[config.mk]
export PLATFORM = sky130hd
export DESIGN_NAME = uart_tx_arbiter
export DESIGN_NICKNAME = d
export VERILOG_FILES = /design/src/rtl/uart_tx_arbiter.sv
export SDC_FILE = /design/constraint.sdc
export NUM_CORES = 1
export LEC_CHECK = 0
export CORE_MARGIN = 8
export CORE_UTILIZATION = 50
export CTS_CLUSTER_DIAMETER = 30
export CTS_CLUSTER_SIZE = 8
export DETAILED_ROUTE_END_ITERATION = 7
export GPL_TIMING_DRIVEN = 0
export PLACE_DENSITY_LB_ADDON = 0.1
export SLEW_MARGIN = 20
export SYNTH_ARGS = -nofsm -noshare
export SYNTH_HDL_FRONTEND = slang
export SYNTH_SLANG_ARGS = --single-unit
[constraint.sdc]
create_clock -name clk -period 4.4 [get_ports clk]
set_clock_uncertainty 0.05 [all_clocks]
set_input_delay 0.66 -clock clk [delete_from_list [all_inputs] [get_ports clk]]
set_output_delay 0.66 -clock clk [all_outputs]
set_load 0.02 [all_outputs]
[src/rtl/uart_tx_arbiter.sv]
// uart_tx_arbiter: shares one UART transmitter between pN byte-stream
// requesters. Ownership is granted for a whole packet (ending with req_last).
// Round-robin arbitration happens only at packet boundaries.
// An owner that offers no byte for pTimeout consecutive cycles is evicted.
//
// Handshake: requester i raises req_stb[i] with req_data/req_last stable and
// holds them until a one-cycle req_ack[i]. The transmitter side receives a
// one-cycle tx_stb only when tx_ready was high. After every byte, one GAP cycle
// ignores tx_ready so the transmitter has time to drop it.
module uart_tx_arbiter #(
    parameter int pN       = 2,
    parameter int pTimeout = 1024
) (
    input  logic            clk,
    input  logic            rst_n,
    input  logic [pN-1:0]   req_stb,
    input  logic [pN*8-1:0] req_data,
    input  logic [pN-1:0]   req_last,
    output logic [pN-1:0]   req_ack,
    output logic [pN-1:0]   grant,
    output logic            tx_stb,
    output logic [7:0]      tx_data,
    input  logic            tx_ready,
    output logic            timeout_stb
);

    localparam int PW = $clog2(pN);
    // A zero timeout would give a zero-width counter; keep one bit in that case.
    localparam int CW = (pTimeout == 0) ? 1 : $clog2(pTimeout + 1);
    localparam logic [CW-1:0] CNT_LAST = CW'((pTimeout == 0) ? 0 : pTimeout - 1);
    localparam logic [PW-1:0] PTR_RST  = PW'(pN - 1);
    localparam logic [pN-1:0] ONE      = pN'(1);

    typedef enum logic [1:0] {
        S_IDLE = 2'd0,
        S_OWN  = 2'd1,
        S_SEND = 2'd2,
        S_GAP  = 2'd3
    } state_t;

    state_t          state_q;
    logic [PW-1:0]   ptr_q;      // last winner; also the current owner while granted
    logic [CW-1:0]   cnt_q;      // consecutive owner-idle cycles
    logic            last_q;     // byte in flight ends the packet
    logic [pN-1:0]   grant_q;
    logic [pN-1:0]   req_ack_q;
    logic            tx_stb_q;
    logic [7:0]      tx_data_q;
    logic            timeout_stb_q;

    logic            win_found_d;
    logic [PW-1:0]   win_idx_d;
    logic [PW-1:0]   cand;
    logic            own_stb;
    logic            own_last;
    logic [7:0]      own_data;

    assign own_stb  = req_stb[ptr_q];
    assign own_last = req_last[ptr_q];
    assign own_data = req_data[{ptr_q, 3'b000} +: 8];

    // Round-robin search from ptr+1 upward; scanning downward lets the nearest hit win.
    always_comb begin
        win_found_d = 1'b0;
        win_idx_d   = '0;
        cand        = '0;
        for (int k = pN; k >= 1; k--) begin
            cand = PW'((int'(ptr_q) + k) % pN);
            if (req_stb[cand]) begin
                win_found_d = 1'b1;
                win_idx_d   = cand;
            end
        end
    end

    // Arbitration FSM with registered grant, strobes and data.
    always_ff @(posedge clk or negedge rst_n) begin
        if (!rst_n) begin
            state_q       <= S_IDLE;
            ptr_q         <= PTR_RST;
            cnt_q         <= '0;
            last_q        <= 1'b0;
            grant_q       <= '0;
            req_ack_q     <= '0;
            tx_stb_q      <= 1'b0;
            tx_data_q     <= '0;
            timeout_stb_q <= 1'b0;
        end else begin
            tx_stb_q      <= 1'b0;
            req_ack_q     <= '0;
            timeout_stb_q <= 1'b0;
            case (state_q)
                S_IDLE: begin
                    if (win_found_d) begin
                        grant_q <= ONE << win_idx_d;
                        ptr_q   <= win_idx_d;
                        cnt_q   <= '0;
                        state_q <= S_OWN;
                    end
                end
                S_OWN: begin
                    if (own_stb) begin
                        // An offered byte always beats a simultaneous expiry.
                        cnt_q <= '0;
                        if (tx_ready) begin
                            tx_data_q <= own_data;
                            tx_stb_q  <= 1'b1;
                            req_ack_q <= ONE << ptr_q;
                            last_q    <= own_last;
                            state_q   <= S_SEND;
                        end
                    end else if (pTimeout != 0) begin
                        if (cnt_q == CNT_LAST) begin
                            grant_q       <= '0;
                            timeout_stb_q <= 1'b1;
                            cnt_q         <= '0;
                            state_q       <= S_IDLE;
                        end else begin
                            cnt_q <= cnt_q + 1'b1;
                        end
                    end
                end
                S_SEND: begin
                    state_q <= S_GAP;
                end
                S_GAP: begin
                    if (last_q) begin
                        grant_q <= '0;
                        state_q <= S_IDLE;
                    end else begin
                        state_q <= S_OWN;
                    end
                end
                default: begin
                    state_q <= S_IDLE;
                end
            endcase
        end
    end

    assign req_ack     = req_ack_q;
    assign grant       = grant_q;
    assign tx_stb      = tx_stb_q;
    assign tx_data     = tx_data_q;
    assign timeout_stb = timeout_stb_q;

endmodule
; ---- Yosys cells after proc, flatten, opt, wreduce, memory -nomap -nowiden
; Index checks and enable logic that the tools add are counted.
; W data, S select, Z words.
[totals]
register_bits = 29
input_bits = 23
word_cells = 71
[op_classes]
addsub = 3
n_lt_le_gt_ge = 3
eq_ne = 10
shift = 3
n_mux = 35
reduce_logical = 8
[ops]
columns = op, n
row1 = $mux W11, 3
row2 = $pmux W11 S2, 1
row3 = $mux W2, 10
row4 = $mux W1, 19
row5 = $shiftx A16 B5 Y8, 1
row6 = $add A11 B1 Y11 const B, 1
row7 = $eq A11 B10 Y1 const B, 1
row8 = $ne A2 B2 Y1 const B, 4
row9 = $pmux W2 S4, 1
row10 = $lt A1 B2 Y1 const B, 3
row11 = $ne A3 B3 Y1 const B, 2
row12 = $pmux W2 S3, 1
row13 = $reduce_and A3 Y1, 2
row14 = $reduce_and A5 Y1, 1
row15 = $eq A2 B2 Y1 const B, 2
row16 = $reduce_and A2 Y1, 2
row17 = $shl A1 B1 Y2 const A, 2
row18 = $reduce_bool A3 Y1, 1
row19 = $add A1 B1 Y1 const B, 2
row20 = $eq A2 B1 Y1 const B, 1
row21 = $logic_not A2 Y1, 1
row22 = $reduce_bool A2 Y1, 1

; ---- Depth between registers and ports, before layout
[depth]
ltp_word = 8
ltp_mapped = 6
ltp_nobuf = 5

; ---- Worst setup path before layout
; No wires, ideal clock.
[synth_path]
path_type = input -> register
startpoint = in req_stb[0]
endpoint = reg cnt_q[9]
arrival_time_ns = 1.689
required_time_ns = 4.267
path_slack_ns = 2.579
cell_stages = 4
n_path_buf = 0
path_cell_list = mux2_4 > or3_4 > or3_1 > o21ai_0
[synth_between]
elab_chain_cells = 6
[synth_lines]
columns = element, line
row1 = start: declaration, 16  ; input logic [pN-1:0] req_stb,
row2 = $mux W1 (not written as such) (2 in series), 69  ; if (req_stb[cand]) begin
row3 = $mux W1 (2 in series), 69
row4 = $ne A2 B2 Y1 (no source line), -
row5 = $reduce_and A2 Y1 (no source line), -
row6 = end signal: assignment, 119  ; cnt_q <= cnt_q + 1'b1;
row7 = end: declaration, 43  ; logic [CW-1:0] cnt_q;
; Parallel ways exist; a longest one is shown, timed or not. The select of a mux whose other input is x is not followed.
; A chain may end at the register's enable or synchronous reset.

; ---- Worst setup path in the final report
[layout_path]
startpoint = in req_stb[1]
endpoint = reg cnt_q[3]
; The elaborated chain is that of the path after synthesis.

==> summary.md <==
| Metric | Value |
|---|---|
| Result of the run | completed |
| Drt drc | 0 |
| Num Clock Sinks | 29 |
| # resized after CTS | 0 |
| Final-layout fill cell count | 228 |
| P per Cell Area | 582 mW/mm^2 |
| Starting Density | 52.3% |
| Pins Over Slew Limit | 0 |
| Cts hold-fix bufs | 0 |
| Vias | 1232 |
| Count leader, synth | dfrtp_1 |
| Global-route wire length before repair | 5920 um |
| TNS Setup | 0 ps |
| Vias in the first global route | 1257 |
| Area of the multi-input gates | 639 sq um |
| Die area | 0.00482 sq mm |
| Max_slew headroom | 58.2% |
| Max-capacitance violation count | 0 |
| Synth area leader | dfrtp_1 |
| Area Overhead vs Synth | 31.2% |
| CP Max Fanout | 10 |
| Critical path class | in -> reg |
| Top post-synthesis cells by count | 28 x dfrtp_1, 17 x nand2_1, 14 x o21ai_0, 9 x mux2i_1 |
| FP Rows | 19 |
| CTS max path bufs | 2 |
| Async SR Flop Fraction | 100% |
| Total core area | 0.00273 sq mm |
| Antenna Nets Post-Route | 0 |
| Die height | 69.5 um |
| Final worst path period share | 51.2% |
| Top achievable clock speed | 444 MHz |
| Dpl hpwl | 2510 um |
| Worst path cell trace | clkdlybuf4s50_1, mux2_4, nor3_2, and2_2, a22o_1 |
| Drt total wl | 3390 um |
| Reg area | 727 sq um |
| DIE WIDTH | 69.5 um |
| Crit end category | flip-flop |
| Post CTS Setup Buffer Count | 0 |
| Global route total overflow | 0 |
| Ratio of cells with drive above 1 in the final layout | 10.8% |
| Synth Instances | 142 |
| Slowest stage cell, crit path | clkdlybuf4s50_1 |
| Final Instance Area | 0.00187 sq mm |
| Mapped Avg Cell Area | 10.1 sq um |
| Worst IR Drop VDD | 0.493 mV |
| Worst Hold Class | in -> async |
| Hold Violations, Final | 0 |
| Crit path launch type | input port |
| Slew @ Worst Pin | 623 ps |
| CTS H-tree depth | 2 |
| RSZ-0062 raised after global routing | false |
| CTS tree | built |
| GPL Wtd Cong | 0.816 |
| Leak pwr | 0.872 nW |
| Dominant synthesized flop cell | dfrtp_1 |
| Post-synth EDFFs | 0 |
| Root buffer cell | clkbuf_4 |
| Synthesized net count | 166 |
| Drt via density | 5.68 |
| DRT iter0 DRCs | 96 |
| CP required | 4630 ps |
| GRT Total Usage | 14.8% |
| IO Count | 37 |
| Sequential area share after synthesis | 50.9% |
| N_diodes | 0 |
| Clock-pin slew on the worst setup and hold paths | 90 ps |
| Post-layout minimum cycle time | 2250 ps |
| Mapped Area | 0.00143 sq mm |
| First-pass iteration count of the detailed router | 4 |
| Clk Latency, worst-skew pair | 340 ps |
| Detailed-route wire length per cell | 15.6 um |
| Final setup fails | 0 |
| Placed inst area | 0.00182 sq mm |
| Power Total | 1.09 mW |
| Yosys cell types | 40 |
| Arr. time, crit path | 2490 ps |
| Nets | 209 |
| CTS buffer count | 5 |
| Yosys top cell area share | 49.0% |
| FF+latch count, synth | 29 |
| Largest net degree at the start of global routing | 30 |
| Slowest stage delay, CP | 510 ps |
| Port bufs | 36 |
| Synth area leaders | dfrtp_1 49%, mux2i_1 6.3%, o21ai_0 4.9% |
| Yosys warning count | 0 |
| Antenna violations before repair | 0 |
## per-stage QoR
step | hold WS, ps | instances | util, % | setup slack [ps]
6_report | 277 | 217 | 68.6 | 2150
3_5_place_dp | 396 | 209 | 66.7 | 1820
5_1_grt | 332 | 217 | 68.6 | 2090
3_3_place_gp | 398 | 209 | 66.9 | 1840
2_1_floorplan | 314 | 142 | - | 2580
4_1_cts | 285 | 217 | 68.6 | 2180
## area by class of cell
type / count / share of cell area (%)
Multi-Input combinational cell: 99 / 34.1
Timing Repair Buffer: 36 / 19.0
Clock buffer: 6 / 2.20
Tap cell: 31 / 2.07
Sequential cell: 29 / 38.8
Clock inverter: 2 / 0.534
Inverter: 6 / 1.20
Buffer: 8 / 2.14
## critical path: cells and delay by family
kind / cells / cell delay, ps
buffers and inverters: 1 / 510
and+or+nand+nor: 2 / 810
muxes: 1 / 350
AOI/OAI and AO/OA: 1 / 150
## final timing paths
check | from | end | slack (ps) | cells after the start
hold reg to reg | cnt_q[10] | timeout_stb | 410 | 1
hold / removal | rst_n | grant[0] | 280 | 1
max in group asynchronous | rst_n | tx_data[3] | 3610 | 1
setup reg to reg | ptr_q | cnt_q[3] | 2320 | 5
min in group clk | cnt_q[10] | timeout_stb | 410 | 1
setup / recovery | req_stb[1] | cnt_q[3] | 2150 | 5
## cell usage in the layout (no fill, tap or decap), types with 3 or more instances in the layout
master	n
a21o_1	3
a21oi_1	3
a22o_1	5
a31oi_1	4
buf_2	3
clkbuf_1	6
clkbuf_4	5
clkdlybuf4s50_1	35
dfrtp_1	28
inv_1	6
mux2i_1	9
nand2_1	17
nand3_1	5
nor2_1	6
nor2b_1	3
nor3_1	3
o21ai_0	14
## where the power goes
| group | switching [mW] | leakage [nW] | internal [mW] |
|---|---|---|---|
| Combinational | 0.301 | 0.460 | 0.252 |
| Sequential | 0.0389 | 0.380 | 0.344 |
| Clock | 0.0944 | 0.0320 | 0.0606 |
| Total | 0.434 | 0.872 | 0.657 |
## state kept, by name, summed over array words and instances (netlist names), named ones only
signal	flops
cnt_q	11
tx_data	8
grant	2
req_ack	2
last_q	1
ptr_q	1
state_q	1
timeout_stb	1
tx_stb	1
## layer usage
| layer | track usage [%] | wire length, um | up-vias |
|---|---|---|---|
| met5 | 0 | 0 | - |
| li1 | - | - | 604 |
| met2 | 22.6 | 1590 | 32 |
| met3 | 5.44 | 238 | 5 |
| met1 | 18.2 | 1530 | 591 |
| met4 | 6.15 | 38 | 0 |
## kinds of logic (layout without fill, tap and decap cells)
family | count (synthesis) | count (layout) | synth area share, %
compound gates | 39 | 39 | 18.1
fa+ha+maj | 1 | 1 | 0.876
buf+inv | 14 | 58 | 4.38
flops | 29 | 29 | 50.9
mux | 10 | 10 | 7.36
simple gates | 49 | 49 | 18.4
(Power assumes the default switching activity.)
